File: config.mk
export PLATFORM = sky130hd
export DESIGN_NAME = cpu_run_ctrl
export DESIGN_NICKNAME = d
export VERILOG_FILES = /design/src/rtl/cpu_run_ctrl.sv
export SDC_FILE = /design/constraint.sdc
export NUM_CORES = 1
export LEC_CHECK = 0
export ABC_CLOCK_PERIOD_IN_PS = 2200
export BUFFER_PORTS_ARGS = -buffer_cell sky130_fd_sc_hd__buf_2
export CAP_MARGIN = 30
export CORE_MARGIN = 5
export CORE_UTILIZATION = 30
export CTS_BUF_LIST = sky130_fd_sc_hd__clkbuf_4
export CTS_CLUSTER_SIZE = 40
export DETAILED_ROUTE_END_ITERATION = 6
export SLEW_MARGIN = 20
export SYNTH_ARGS = -nofsm -noshare
export SYNTH_HDL_FRONTEND = slang
export SYNTH_SLANG_ARGS = --single-unit
File: constraint.sdc
create_clock -name clk -period 2.2 [get_ports clk]
set_clock_uncertainty 0.05 [all_clocks]
set_input_delay 0.11 -clock clk [delete_from_list [all_inputs] [get_ports clk]]
set_output_delay 0.11 -clock clk [all_outputs]
set_load 0.05 [all_outputs]
File: src/rtl/cpu_run_ctrl.sv
// Run-control sequencer: turns monitor commands into cpu_start/quit_cmd pulses for cpu_status,
// stops on breakpoint or step exhaustion, and blocks restarts until the pipeline reset has drained.
module cpu_run_ctrl #(
    parameter int STEP_W    = 16,
    parameter int DRAIN_CYC = 5
) (
    input  logic              clk,
    input  logic              rst_n,
    input  logic              cmd_start,
    input  logic              cmd_step,
    input  logic [STEP_W-1:0] step_count,
    input  logic              cmd_quit,
    input  logic              brk_set,
    input  logic              brk_clr,
    input  logic [31:0]       brk_addr,
    input  logic              retire_valid,
    input  logic [31:0]       retire_pc,
    input  logic              stall,
    output logic              cpu_start,
    output logic              quit_cmd,
    output logic              running,
    output logic [1:0]        halt_cause,
    output logic [31:0]       instret
);

    typedef enum logic [1:0] {
        IDLE  = 2'd0,
        RUN   = 2'd1,
        STEP  = 2'd2,
        DRAIN = 2'd3
    } state_e;

    localparam int              DRN_W      = $clog2(DRAIN_CYC + 1);
    localparam logic [DRN_W-1:0] DRAIN_LOAD = DRN_W'(DRAIN_CYC);

    localparam logic [1:0] CAUSE_USER = 2'b00;
    localparam logic [1:0] CAUSE_BRK  = 2'b01;
    localparam logic [1:0] CAUSE_STEP = 2'b10;

    state_e            state_q, state_d;
    logic [STEP_W-1:0] step_cnt_q, step_cnt_d;
    logic [DRN_W-1:0]  drain_cnt_q, drain_cnt_d;
    logic              brk_en_q, brk_en_d;
    logic [31:0]       brk_addr_q, brk_addr_d;
    logic              cpu_start_q, cpu_start_d;
    logic              quit_cmd_q, quit_cmd_d;
    logic              running_q, running_d;
    logic [1:0]        halt_cause_q, halt_cause_d;
    logic [31:0]       instret_q, instret_d;

    logic       ret;
    logic       active;
    logic       go;
    logic       brk_hit;
    logic       step_done;
    logic       stop;
    logic [1:0] stop_cause;

    assign ret       = retire_valid & ~stall;
    assign active    = (state_q == RUN) || (state_q == STEP);
    assign go        = (state_q == IDLE) && (cmd_start || cmd_step);
    // Compare against the breakpoint register as it stood before any same-cycle brk_set.
    assign brk_hit   = ret && brk_en_q && (retire_pc == brk_addr_q);
    assign step_done = (state_q == STEP) && ret && (step_cnt_q == STEP_W'(1));
    assign stop      = active && (cmd_quit || brk_hit || step_done);

    always_comb begin
        // NOTE: every signal assigned in always_comb gets a default first, so no latch is inferred.
        stop_cause = CAUSE_STEP;
        if (cmd_quit) begin
            stop_cause = CAUSE_USER;
        end else if (brk_hit) begin
            stop_cause = CAUSE_BRK;
        end
    end

    // State and datapath registers.
    always_ff @(posedge clk or negedge rst_n) begin
        if (!rst_n) begin
            state_q      <= IDLE;
            step_cnt_q   <= '0;
            drain_cnt_q  <= '0;
            brk_en_q     <= 1'b0;
            brk_addr_q   <= '0;
            cpu_start_q  <= 1'b0;
            quit_cmd_q   <= 1'b0;
            running_q    <= 1'b0;
            halt_cause_q <= CAUSE_USER;
            instret_q    <= '0;
        end else begin
            // NOTE: sequential state uses non-blocking assignments so all flops update together.
            state_q      <= state_d;
            step_cnt_q   <= step_cnt_d;
            drain_cnt_q  <= drain_cnt_d;
            brk_en_q     <= brk_en_d;
            brk_addr_q   <= brk_addr_d;
            cpu_start_q  <= cpu_start_d;
            quit_cmd_q   <= quit_cmd_d;
            running_q    <= running_d;
            halt_cause_q <= halt_cause_d;
            instret_q    <= instret_d;
        end
    end

    // Next-state logic.
    always_comb begin
        state_d     = state_q;
        step_cnt_d  = step_cnt_q;
        drain_cnt_d = drain_cnt_q;
        case (state_q)
            IDLE: begin
                if (cmd_step) begin
                    state_d    = STEP;
                    step_cnt_d = (step_count == '0) ? STEP_W'(1) : step_count;
                end else if (cmd_start) begin
                    state_d = RUN;
                end
            end
            RUN, STEP: begin
                if ((state_q == STEP) && ret) begin
                    step_cnt_d = step_cnt_q - STEP_W'(1);
                end
                if (stop) begin
                    state_d     = DRAIN;
                    drain_cnt_d = DRAIN_LOAD;
                end
            end
            DRAIN: begin
                drain_cnt_d = drain_cnt_q - DRN_W'(1);
                if (drain_cnt_q == DRN_W'(1)) begin
                    state_d = IDLE;
                end
            end
            default: state_d = IDLE;
        endcase
    end

    // Output and breakpoint register logic.
    always_comb begin
        cpu_start_d  = go;
        quit_cmd_d   = stop;
        running_d    = (state_d == RUN) || (state_d == STEP);
        halt_cause_d = halt_cause_q;
        instret_d    = instret_q;
        if (go) begin
            halt_cause_d = CAUSE_USER;
            instret_d    = '0;
        end else if (active) begin
            if (ret) begin
                instret_d = instret_q + 32'd1;
            end
            if (stop) begin
                halt_cause_d = stop_cause;
            end
        end

        brk_en_d   = brk_en_q;
        brk_addr_d = brk_addr_q;
        if (brk_clr) begin
            brk_en_d = 1'b0;
        end else if (brk_set) begin
            brk_en_d   = 1'b1;
            brk_addr_d = brk_addr;
        end
    end

    assign cpu_start  = cpu_start_q;
    assign quit_cmd   = quit_cmd_q;
    assign running    = running_q;
    assign halt_cause = halt_cause_q;
    assign instret    = instret_q;

endmodule
## Word-level counts from Yosys, hierarchy flattened

Index checks and enable logic that the tools add are counted.

- Bits in registers: 91
- Bits in latches: 0
- RAM bits: 0
- Memory bits (read-only): 0
- Output and inout bits: 37
- Memories kept: 0

- Add/subtract/negate cells: 3
- Multiply operators: 0
- Divide/modulo/power cells: 0
- $lt $le $gt $ge: 0
- Equality and inequality tests: 11
- Shifts and indexed selects: 0
- Mux-type cells: 21
- Bitwise logic cells: 3
- Reduce and logical (&&, ||, !) cells: 25

Operators by type and width:

| cell | count |
|---|---|
| $mux 32 | 3 |
| $mux 16 | 3 |
| $add 32x1->32 const B | 1 |
| $eq 32x32->1 | 1 |
| $pmux 16 s2 | 1 |
| $mux 2 | 9 |
| $eq 16x1->1 const B | 1 |
| $logic_not 16->1 | 1 |
| $sub 16x1->16 const B | 1 |
| $reduce_bool 2->1 | 6 |
| $reduce_and 2->1 | 4 |
| $eq 2x2->1 const B | 3 |
| $logic_and 1x1->1 | 6 |
| $ne 2x2->1 const B | 3 |
| $pmux 2 s3 | 1 |
| $pmux 3 s2 | 1 |
| $logic_or 1x1->1 | 5 |
| $eq 2x1->1 const B | 2 |
| $eq 3x1->1 const B | 1 |
| $mux 3 | 1 |
| $reduce_and 3->1 | 1 |
| $sub 3x1->3 const B | 1 |
| $logic_not 2->1 | 1 |
| $mux 1 | 2 |
| 3 further kinds | 4 |

## Logic depth before layout (Yosys ltp)

Gate-level depths: netlist of the first run.

- Word-level depth: 11
- Depth in mapped cells: 9
- Depth with buffers taken out: 8

## Least setup slack after synthesis of the first run

Ideal clock, no wire load.

- Path kind: flip-flop to flip-flop
- Start point: register instret_q[3], in the netlist instret[3]
- End point: register instret_q[22], in the netlist instret[22]
- Arrival time: 2.087 ns
- Setup slack: -0.017 ns
- Stages on the path, launching flop included: 7
- Buffers on the path: 0
- Period minus slack after synthesis: 2.217 ns
- Path through: dfrtp_1 nand4_1 nor4_1 and3_1 nand2_1 or3_1 a21oi_1

- Longest elaborated chain between the ends: 4

RTL lines:

| element | RTL line | source |
|---|---|---|
| start, declared | 49 | `logic [31:0] instret_q, instret_d;` |
| start signal, assigned | 101 | `instret_q <= instret_d;` |
| $add 32x1->32 | 150 | `instret_d = instret_q + 32'd1;` |
| $mux 32 | 149 | `if (ret) begin` |
| $mux 32 | 148 | `end else if (active) begin` |
| $mux 32 | 145 | `if (go) begin` |

Every way passes these cells. The select of a mux whose other input is x is not followed.
A chain may end at the register's enable or synchronous reset.

## Final worst setup path of the first run

- Start point: register step_cnt_q[6]
- End point: register drain_cnt_q[0]

- Longest elaborated chain between the ends: 6

RTL lines:

| element | RTL line | source |
|---|---|---|
| start, declared | 41 | `logic [STEP_W-1:0] step_cnt_q, step_cnt_d;` |
| start signal, assigned | 93 | `step_cnt_q <= step_cnt_d;` |
| $eq 16x1->1 | 64 | `assign step_done = (state_q == STEP) && ret && (step_cnt_q == STEP_W'(1));` |
| $logic_and 1x1->1 | 64 |  |
| $logic_or 1x1->1 | 65 | `assign stop = active && (cmd_quit \|\| brk_hit \|\| step_done);` |
| $logic_and 1x1->1 | 65 |  |
| $ne 2x2->1 (no source line) | - |  |
| $reduce_and 2->1 (no source line) | - |  |
| end signal, assigned | 94 | `drain_cnt_q <= drain_cnt_d;` |
| end, declared | 42 | `logic [DRN_W-1:0] drain_cnt_q, drain_cnt_d;` |

Every way passes these cells.

==> results of run 1 <==
==> cells by family (layout without fill, tap and decap cells) <==
logic type | count (synthesis) | count (layout) | share of synthesized area (%)
multiplexers | 34 | 34 | 7.89
buffers and inverters | 33 | 246 | 2.57
flip-flops | 91 | 91 | 47.2
XOR/XNOR | 54 | 54 | 9.81
AO/OA/AOI/OAI | 98 | 98 | 12.3
other | 0 | 2 | 0
AND/OR/NAND/NOR | 166 | 166 | 18.1
adder cells (fa/ha/maj) | 8 | 8 | 2.08
==> repair_timing <==
action | 4_1_cts | 5_1_grt
endpoints found under the hold margin | 125 | 0
setup buffers | 2 | 3
hold buffers | 54 | 0
cloned | 0 | 0
pin swaps | 0 | 5
resized for setup | 5 | 19
endpoints found under the setup margin | 8 | 22
==> power by group through the flow <==
stage	Sequential, mW	Clock (mW)	Combinational, mW
floorplan	2.41	0	1.77
global placement	2.29	0	2.84
detailed placement	2.31	0	2.93
CTS	2.27	1.12	3.09
global route	2.33	1.19	3.51
finish	2.28	1.07	3.19
==> tightest hold or removal path, cell delays in order <==
cell and delay (ns):
buf_2 0.11, o21ai_1 0.14, o211a_1 0.14
==> placed cells by master (no fill, tap or decap), drive strengths merged, types with 3 or more instances in the layout <==
master / instances
a21oi: 36
and3: 9
buf: 159
clkbuf: 9
clkinv: 3
dfrtp: 91
dlygate4sd3: 54
ha: 8
inv: 17
mux2: 32
nand2: 31
nand2b: 3
nand3: 14
nand3b: 4
nand4: 10
nor2: 46
nor3: 8
nor4: 13
o21a: 3
o21ai: 28
o22ai: 5
o32ai: 3
or3: 14
or4: 5
xnor2: 12
xor2: 42
==> flip-flops by register name (all words and copies together) (netlist names) <==
register and flops:
brk_addr_q 32, instret 32, step_cnt_q 16, drain_cnt_q 3, halt_cause 2, state_q 2
brk_en_q 1, cpu_start 1, quit_cmd 1, running 1
==> metrics by stage <==
step	worst slack [ns]	hold WS, ns
after floorplan	0.0147	-0.236
after global placement	0.0124	0.0811
after detailed placement	-0.0580	0.0813
after CTS	-0.0104	0.0380
after global routing	-0.0884	0.00867
final	-0.0411	0.0192
==> final timing paths <==
| path | to | slack (ns) | from | cells after the start |
|---|---|---|---|---|
| max in group asynchronous | brk_addr_q[12] | 1.34 | rst_n | 3 |
| hold / removal | halt_cause[1] | 0.02 | cmd_step | 3 |
| hold reg to reg | brk_addr_q[23] | 0.49 | brk_addr_q[23] | 1 |
| min in group asynchronous | step_cnt_q[5] | 0.10 | rst_n | 2 |
| setup reg to reg | drain_cnt_q[0] | -0.04 | step_cnt_q[6] | 6 |
| setup / recovery | drain_cnt_q[0] | -0.04 | step_cnt_q[6] | 6 |
==> per-layer routing <==
metal | GRT usage [%] | routed length (µm) | part of all wire [%]
met5 | 0 | 0 | 0
met4 | 6.60 | 333 | 2.5
met3 | 3.13 | 778 | 5.8
met2 | 24.7 | 6600 | 49
met1 | 18.2 | 5760 | 43
==> cell type report <==
| cell class | count | area share, % |
|---|---|---|
| Antenna cell | 2 | 0.0739 |
| Clock buffer | 9 | 0.997 |
| Clock inverter | 7 | 1.35 |
| Inverter | 17 | 0.942 |
| Multi-Input combinational cell | 360 | 37.3 |
| Sequential cell | 91 | 33.6 |
| Tap cell | 216 | 3.99 |
| Timing Repair Buffer | 213 | 21.7 |
==> flow_summary_export.csv, run 1 <==
group,metric,value,unit
outcome,run_status,"finished with violations",
outcome,failing_checks,"negative setup slack",
synthesis,postSynthRegisterBits,91,
worst_setup_path,worst-endpoint-arrival,2.54,ns
timing,fmax,0.446,GHz
worst_setup_path,crit_path_cell_chain,"or3_4 -> or4_4 -> or3_4 -> and3_4 -> mux2i_1 -> nand2_1",
synthesis,post_synth_inst_count,484,
clock_network,cts_buffers,9,
place,buffer_ports.inserted,125,
timing,period_share,102,%
final_layout,multiInputGateArea,2530,µm²
die,initial_utilization,30.5,%
synthesis,combined_area_of_all_synthesized_cells,4820,µm²
final_layout,synthToLayoutAreaGrowth,40.5,%
synthesis,synth_enable_flop_cells,0,
die,core_area,15800,µm²
routing,routed_wire_per_std_cell,14.7,µm
pwr,power_density,966,nW/µm²
timing,final.setup.worst_slack,-0.0411,ns
pwr,share_comb_of_total_power,48.7,%
synthesis,post-synth-top-area-fraction,47.2,%
timing,slew_headroom,65.0,%
routing,detail_route.first_pass.iterations,4,
pwr,intPower,3.87,mW
routing,drtIter0Drc,214,
place,dp_hpwl,9710,µm
place,gp_congestion,0.887,
clock_network,cts_tree,"yes",
worst_setup_path,critical_path.max_fanout,3,
routing,drt-vias-per-instance,4.91,
worst_setup_path,path_common_cell,"or3_4",
clock_network,cts_htree_levels,3,
final_layout,fraction_of_layout_cells_with_a_size_suffix_above_1,33.9,%
synthesis,yosys.cell_count.top_type,"dfrtp_1",
global_route,grt_pass1_vias,4551,
synthesis,yosysWarningCount,0,
pwr,switchingPower,2.68,mW
final_layout,final-seq-area,2280,µm²
pwr,switching_share,40.9,%
run,maxCapViolations,0,
clock_network,clk_pin_slew,0.15,ns
routing,post_route_antenna_net_violation_count,0,
worst_setup_path,crit_type,"reg2reg",
die,placementRows,46,
die,floorplan.die_area,18700,µm²
pwr,p_leak,3.08,nW
final_layout,finalNetCount,789,
worst_setup_path,critical_path.top_delay_family,"simple AND/OR/NAND/NOR gates",
timing,min_period,2.24,ns
place,placedInstanceArea,5930,µm²
synthesis,synth.yosys.seq_area_share,47.2,%
clock_network,cts_buffer_depth,2,
clock_network,cts.root.buffer_cell,"clkbuf_4",
synthesis,synthArstFlopShare,100,%
timing,final-max-slew-violation-count,0,
timing,tightest_slew,0.526,ns
synthesis,yosys-top-cells-area,"dfrtp_1 (47%), xor2_1 (7.6%), mux2_2 (7.5%), a21oi_1 (3.7%), nor2_1 (3.6%)",
routing,vias,4494,
clock_network,worstSkewPairLatency,0.47,ns
die,die_w,137,µm
timing,setup_tns_after_final_layout,-0.0540,ns
synthesis,postSynthNetCount,581,
final_layout,finish.instance_area,6780,µm²
synthesis,post_synth_most_frequent_cells,"dfrtp_1 (91), nor2_1 (46), xor2_1 (42), a21oi_1 (36), mux2_2 (32)",
final_layout,filler_cell_count,1568,
final_layout,final-instance-count-excl-fill,915,
die,floorplan.io_pins,126,
timing,hold_violations,0,
pwr,report.power.total,6.55,mW
worst_setup_path,worst_path_largest_cell_delay,0.47,ns
final_layout,final_core_utilization,42.8,%
synthesis,synth.largest_area_cell,"dfrtp_1",
synthesis,synth_top_flop_cell,"dfrtp_1",
pwr,max-vdd-ir-drop,0.644,mV
routing,detail_route.wirelength,13500,µm
pwr,pwr-share-seq,34.9,%
worst_setup_path,crit_path_top_delay_cell,"or4_4",
worst_setup_path,worstPathRequired,2.50,ns
global_route,antenna_violations_before_repair,2,
worst_hold_path,min_path_type,"in2reg",
timing,rsz0062_at_grt,"yes",
synthesis,synth.lib_cells_used.distinct,53,
worst_setup_path,worstSetupEndpointType,"register",
global_route,grt_pass1_wl,21900,µm
global_route,grt_use_total,14.7,%
clock_network,clock_sinks,91,
global_route,grt_overflow,0,
synthesis,synth_area_per_cell,9.97,µm²
pwr,clock_power_share,16.4,%
worst_setup_path,timing.critical_path.buf_inv,0,
timing,final_setup_violation_count,2,
routing,dr_drc_count,0,
die,die_height,137,µm
global_route,grt_max_degree,38,
place,dp_cells,838,
worst_setup_path,setup.worst_path.start_class,"register",
No activity file was read; power rests on OpenSTA's default activity.
==> inputs of run 2 (changes only) <==
--- a/config.mk
+++ b/config.mk
@@ -8,7 +8,7 @@
 export ABC_CLOCK_PERIOD_IN_PS = 2200
 export BUFFER_PORTS_ARGS = -buffer_cell sky130_fd_sc_hd__buf_2
 export CAP_MARGIN = 30
-export CORE_MARGIN = 5
+export CORE_MARGIN = 3
 export CORE_UTILIZATION = 30
 export CTS_BUF_LIST = sky130_fd_sc_hd__clkbuf_4
 export CTS_CLUSTER_SIZE = 40
==> run 2 against run 1 <==
  * The flow now finishes without violations
  * Design area down 1.4%
  * Maximum frequency up 2.5%
  * Worst setup slack better by 0.054 ns
  * Sequential power about the same
  * Largest power group unchanged
  * Highest routed layer unchanged
==> flow_summary_export.csv, run 2 (same netlist as run 1, synthesis figures left out) <==
group,metric,value,unit
worst_setup_path,register_to_register_setup_slack,0.01,ns
global_route,grt_use_total,15.4,%
routing,detail_route.first_pass.iterations,4,
timing,min_period,2.19,ns
die,die_w,133,µm
worst_setup_path,worstSetupEndpointType,"register",
pwr,power_density,945,nW/µm²
timing,rsz0062_at_grt,"yes",
place,dp_hpwl,9560,µm
routing,drt-vias-per-instance,4.92,
routing,vias,4450,
routing,detail_route.wirelength,13500,µm
place,buffer_ports.inserted,125,
worst_setup_path,worst-endpoint-arrival,2.50,ns
final_layout,layout.cells.most_common,"buf_2",
die,core_area,15500,µm²
worst_setup_path,crit_path_cell_chain,"or3_4 -> or4_4 -> or3_4 -> and3_4 -> mux2i_1 -> nand2_1",
routing,post_route_antenna_net_violation_count,0,
routing,routed_wire_per_std_cell,14.9,µm
worst_setup_path,setup.worst_path.start_class,"register",
worst_setup_path,worst_path_largest_cell_delay,0.45,ns
global_route,grt_overflow,0,
global_route,grt_pass1_vias,4689,
worst_setup_path,crit_path_top_delay_cell,"or4_4",
timing,final-max-slew-violation-count,0,
final_layout,final-instance-count-excl-fill,905,
clock_network,worstSkewPairLatency,0.47,ns
outcome,run_status,"complete, no violations",
worst_setup_path,worstPathRequired,2.51,ns
die,initial_utilization,31.2,%
worst_setup_path,crit_type,"reg2reg",
clock_network,cts.root.buffer_cell,"clkbuf_4",
final_layout,commonest_non_fill_non_tap_cells_in_the_layout,"buf_2 (124), dfrtp_1 (89), dlygate4sd3_1 (54)",
clock_network,cts_buffers,9,
timing,period_share,99.4,%
timing,final_setup_violation_count,0,
worst_setup_path,worstReg2RegStart,"step_cnt_q[4]",
die,floorplan.io_pins,126,
worst_setup_path,r2r.worst_path.cells,6,
timing,hold_violations,0,
worst_setup_path,path_common_cell,"or3_4",
place,gp_congestion,0.830,
run,maxCapViolations,0,
timing,final.setup.worst_slack,0.0128,ns
timing,tightest_slew,0.485,ns
global_route,grt_pass1_wl,22300,µm
pwr,report.power.total,6.31,mW
final_layout,final-seq-area,2280,µm²
worst_setup_path,critPathCapture,"drain_cnt_q[0]",
clock_network,cts_buffer_depth,2,
clock_network,cts_htree_levels,3,
worst_hold_path,min_path_type,"in2async",
final_layout,synthToLayoutAreaGrowth,38.5,%
worst_setup_path,critical_path.max_fanout,5,
routing,drtIter0Drc,261,
worst_setup_path,critical_path_startpoint,"step_cnt_q[4]",
pwr,max-vdd-ir-drop,0.432,mV
die,placementRows,45,
timing,setup_tns_after_final_layout,0,ns
final_layout,final_core_utilization,43.1,%
final_layout,fraction_of_layout_cells_with_a_size_suffix_above_1,33.5,%
final_layout,filler_cell_count,1495,
clock_network,clock_sinks,91,
worst_setup_path,total_stage_count_of_the_critical_path,6,
worst_setup_path,r2r-end,"drain_cnt_q[0]",
worst_setup_path,timing.critical_path.buf_inv,0,
worst_setup_path,critical_path.top_delay_family,"simple AND/OR/NAND/NOR gates",
place,dp_cells,831,
pwr,p_leak,3.05,nW
final_layout,finalNetCount,785,
clock_network,cts_tree,"yes",
global_route,antenna_violations_before_repair,1,
place,pre_cts_slack,-0.0647,ns
final_layout,multiInputGateArea,2530,µm²
global_route,grt_max_degree,43,
timing,slew_headroom,67.3,%
die,floorplan.die_area,17600,µm²
timing,fmax,0.457,GHz
die,die_height,133,µm
routing,dr_drc_count,0,
clock_network,clk_pin_slew,0.14,ns
## run 2: cell type report
type / count / share of cell area [%]
tap: 211 / 3.95
clock inverter: 7 / 0.656
antenna: 1 / 0.0375
clock buffer: 9 / 1.01
inverter: 17 / 0.955
timing repair buffer: 209 / 21.4
multi-input combinational: 360 / 37.8
sequential: 91 / 34.1
## run 2: per-layer routing
metal	vias up	routed length, µm	GRT usage (%)
met5	-	0	0
met3	30	665	3.04
met2	146	6640	26.0
met4	0	398	7.62
met1	2140	5790	18.9
li1	2134	-	-
## run 2: metrics by stage
stage / instance area [µm²] / hold slack [ns]
global route: 6680 / 0.0307
finish: 6680 / 0.0442
floorplan: 4830 / -0.236
detailed placement: 5910 / 0.0175
global placement: 5910 / 0.00801
CTS: 6600 / 0.00259
## run 2: what timing repair did
action	CTS	global route
hold buffers	54	0
pin swaps	1	2
setup endpoints to repair	10	16
resized for setup	5	14
setup buffers	1	2
endpoints found under the hold margin	145	0
## run 2: worst min-delay path by stage
stage / end / slack (ns) / start
2_1_floorplan: brk_addr_q[0] / -0.24 / rst_n
3_3_place_gp: step_cnt_q[10] / 0.008 / rst_n
3_5_place_dp: step_cnt_q[10] / 0.02 / rst_n
4_1_cts: step_cnt_q[15] / 0.003 / rst_n
5_1_grt: step_cnt_q[10] / 0.03 / rst_n
6_report: step_cnt_q[10] / 0.04 / rst_n
## run 2: power by group
part	internal (mW)	switching, mW
clock	0.229	0.619
sequential	2.01	0.260
combinational	1.39	1.81
total	3.62	2.69
## run 2: worst reg2reg max path: cells and delay by family (launching register included)
family        cells  cell delay (ns)
flops             1             0.41
mux               1             0.12
simple gates      5             1.52
==> inputs of run 3 (changes only) <==
--- a/config.mk
+++ b/config.mk
@@ -5,6 +5,7 @@
 export SDC_FILE = /design/constraint.sdc
 export NUM_CORES = 1
 export LEC_CHECK = 0
+export ABC_AREA = 1
 export ABC_CLOCK_PERIOD_IN_PS = 2200
 export BUFFER_PORTS_ARGS = -buffer_cell sky130_fd_sc_hd__buf_2
 export CAP_MARGIN = 30
==> run 3 against run 2 <==
  * Sequential power barely moved
  * Design area is 3.3% higher
  * Combinational power shrank 8.4%
  * Via count up 8.2%
  * Power shrank 3.9%
  * Largest cell class unchanged
==> flow_summary_export.csv, run 3 <==
group,metric,value,unit
outcome,run_status,"complete, no violations",
routing,drt-vias-per-instance,4.55,
global_route,grt_pass1_wl,22700,µm
timing,period_share,92.9,%
die,die_height,137,µm
final_layout,filler_cell_count,1656,
routing,dr_drc_count,0,
die,floorplan.io_pins,126,
final_layout,commonest_non_fill_non_tap_cells_in_the_layout,"buf_2 (124), nand2_1 (114), dfrtp_1 (91)",
clock_network,cts_tree,"yes",
global_route,grt_overflow,0,
pwr,power_density,879,nW/µm²
final_layout,fraction_of_layout_cells_with_a_size_suffix_above_1,26.3,%
worst_setup_path,crit_type,"reg2reg",
timing,final.setup.worst_slack,0.156,ns
routing,wl_met2,6530,µm
final_layout,layout.cells.most_common,"buf_2",
timing,hold_slack,0.0658,ns
pwr,pwr-share-seq,37.3,%
clock_network,cts.root.buffer_cell,"clkbuf_4",
worst_setup_path,crit_path_top_delay_cell,"dlygate4sd3_1",
clock_network,cts_buffer_depth,2,
synthesis,postSynthRegisterBits,91,
worst_setup_path,setup.worst_path.start_class,"register",
global_route,antenna_violations_before_repair,1,
synthesis,synth.yosys.seq_area_share,44.3,%
synthesis,yosys.cell_count.top_type,"nand2_1",
routing,detail_route.first_pass.iterations,4,
place,buffer_ports.inserted,125,
pwr,switching_share,44.4,%
die,placementRows,47,
synthesis,postSynthNetCount,730,
timing,setup_tns_after_final_layout,0,ns
synthesis,synth.largest_area_cell,"dfrtp_1",
final_layout,finalNetCount,926,
worst_setup_path,worstPathRequired,2.50,ns
synthesis,post-synth-top-area-fraction,44.3,%
die,initial_utilization,30.9,%
worst_setup_path,r2r.worst_path.cells,8,
timing,hold_violations,0,
run,maxCapViolations,0,
place,dp_hpwl,10500,µm
timing,min_period,2.04,ns
routing,detail_route.wirelength,14300,µm
clock_network,clock_sinks,91,
synthesis,post_synth_most_frequent_cells,"nand2_1 (114), dfrtp_1 (91), inv_1 (83), nor2_1 (73), a21oi_1 (49)",
timing,slew_headroom,62.8,%
synthesis,combined_area_of_all_synthesized_cells,5130,µm²
global_route,grt_use_total,15.3,%
timing,final_setup_violation_count,0,
final_layout,final-seq-area,2280,µm²
routing,drtIter0Drc,235,
synthesis,synth.lib_cells_used.distinct,48,
place,pre_cts_slack,0.108,ns
global_route,grt_pass1_vias,4743,
global_route,grt_max_degree,39,
clock_network,cts_buffers,9,
pwr,switchingPower,2.69,mW
timing,fmax,0.489,GHz
worst_setup_path,critical_path.top_delay_family,"buffers and inverters",
timing,tightest_slew,0.553,ns
synthesis,synth_enable_flop_cells,0,
worst_setup_path,worstSetupEndpointType,"register",
synthesis,synth_area_per_cell,8.11,µm²
worst_setup_path,worst-endpoint-arrival,2.35,ns
synthesis,synthArstFlopShare,100,%
worst_setup_path,register_to_register_setup_slack,0.16,ns
routing,vias,4814,
timing,final-max-slew-violation-count,0,
worst_hold_path,min_path_type,"in2async",
clock_network,worstSkewPairLatency,0.48,ns
die,die_w,137,µm
place,gp_congestion,0.887,
synthesis,yosysWarningCount,0,
clock_network,cts_htree_levels,3,
synthesis,yosys-top-cells-area,"dfrtp_1 (44%), nand2_1 (8.3%), inv_1 (6.1%), nor2_1 (5.3%), mux2_2 (5.0%)",
pwr,intPower,3.37,mW
pwr,max-vdd-ir-drop,0.477,mV
pwr,clock_power_share,14.3,%
worst_setup_path,crit_path_cell_chain,"inv_1 -> ha_4 -> buf_4 -> nor2_1 -> nand2_1 -> dlygate4sd3_1 -> o211ai_1 -> o21ai_0",
pwr,p_leak,3.31,nW
worst_setup_path,critical_path.max_fanout,21,
routing,routed_wire_per_std_cell,13.5,µm
synthesis,post_synth_inst_count,633,
routing,highest_layer,"met4",
pwr,share_comb_of_total_power,48.3,%
clock_network,clk_pin_slew,0.16,ns
synthesis,synth_top_flop_cell,"dfrtp_1",
final_layout,synthToLayoutAreaGrowth,34.4,%
die,core_area,16600,µm²
final_layout,multiInputGateArea,2510,µm²
routing,post_route_antenna_net_violation_count,0,
worst_setup_path,worst_path_largest_cell_delay,0.56,ns
routing,met3_length,911,µm
routing,wl_met1,6590,µm
die,floorplan.die_area,18700,µm²
worst_setup_path,timing.critical_path.buf_inv,3,
worst_setup_path,total_stage_count_of_the_critical_path,8,
## run 3: changes by cell type in the layout (fill, tap and decap cells not counted), moves of 12 or more
cell     before  now
a21oi_1      34   49
inv_1        15   82
nand2_1      30  114
nor2_1       45   72
or3_1        12    0
xor2_1       42   15
## run 3: cell families (layout without fill, tap and decap cells)
family	Yosys count	in the layout	synth area share, %
other	0	4	0
multiplexers	23	23	5.04
flip-flops	91	91	44.3
buffers and inverters	103	304	7.65
XOR/XNOR	25	25	4.26
AND/OR/NAND/NOR	270	270	24.1
AO/OA/AOI/OAI	113	113	12.6
adder cells (fa/ha/maj)	8	8	1.95
## run 3: power by group through the flow
stage               logic, mW  clock network, mW  registers, mW
global placement         2.76                  0           2.29
floorplan                1.78                  0           2.46
detailed placement       2.78                  0           2.30
global route             3.32              0.972           2.33
CTS                      2.89              0.910           2.27
finish                   2.93              0.868           2.27
## run 3: metrics by stage
stage / utilization [%] / cells / total power [mW] / instance area, µm²
2_1_floorplan: - / 633 / 4.24 / 5130
3_3_place_gp: 36.9 / 980 / 5.06 / 6140
3_5_place_dp: 36.9 / 980 / 5.08 / 6140
4_1_cts: 41.1 / 1053 / 6.07 / 6830
5_1_grt: 41.5 / 1058 / 6.61 / 6900
6_report: 41.5 / 1058 / 6.06 / 6900
## run 3: timing repair
action | in CTS | in global routing
gates resized for setup | 0 | 10
buffers inserted | 0 | 1
setup endpoints to repair | 0 | 12
endpoints found under the hold margin | 145 | 0
hold buffers | 57 | 0
## run 3: area by class of cell
type | count | share of cell area [%]
diodes | 4 | 0.145
clock inverters | 7 | 0.780
multi-input cells | 439 | 36.4
well taps | 220 | 3.99
repair buffers | 203 | 20.0
inverters | 85 | 4.66
clock buffers | 9 | 0.979
flip-flops and latches | 91 | 33.0
## run 3: routing by layer
| layer | GRT usage [%] | vias to the layer above |
|---|---|---|
| met5 | 0 | - |
| met4 | 5.65 | 0 |
| met3 | 3.27 | 17 |
| met2 | 25.1 | 134 |
| met1 | 19.8 | 2195 |
| li1 | - | 2468 |
## run 3: path summary, 6_finish.rpt
| kind | start | to |
|---|---|---|
| setup / recovery | state_q[0] | step_cnt_q[0] |
| hold / removal | rst_n | brk_addr_q[26] |
| setup reg to reg | state_q[0] | step_cnt_q[0] |
| hold reg to reg | instret[31] | instret[31] |
| max in group asynchronous | rst_n | instret[7] |
| min in group clk | stall | instret[1] |
## run 3: worst reg2reg max path, stage by stage, from the launching register on
cell and delay (ns):
dfrtp_1 0.42, inv_1 0.14, ha_4 0.22, buf_4 0.20, nor2_1 0.11, nand2_1 0.05
dlygate4sd3_1 0.56, o211ai_1 0.07, o21ai_0 0.10
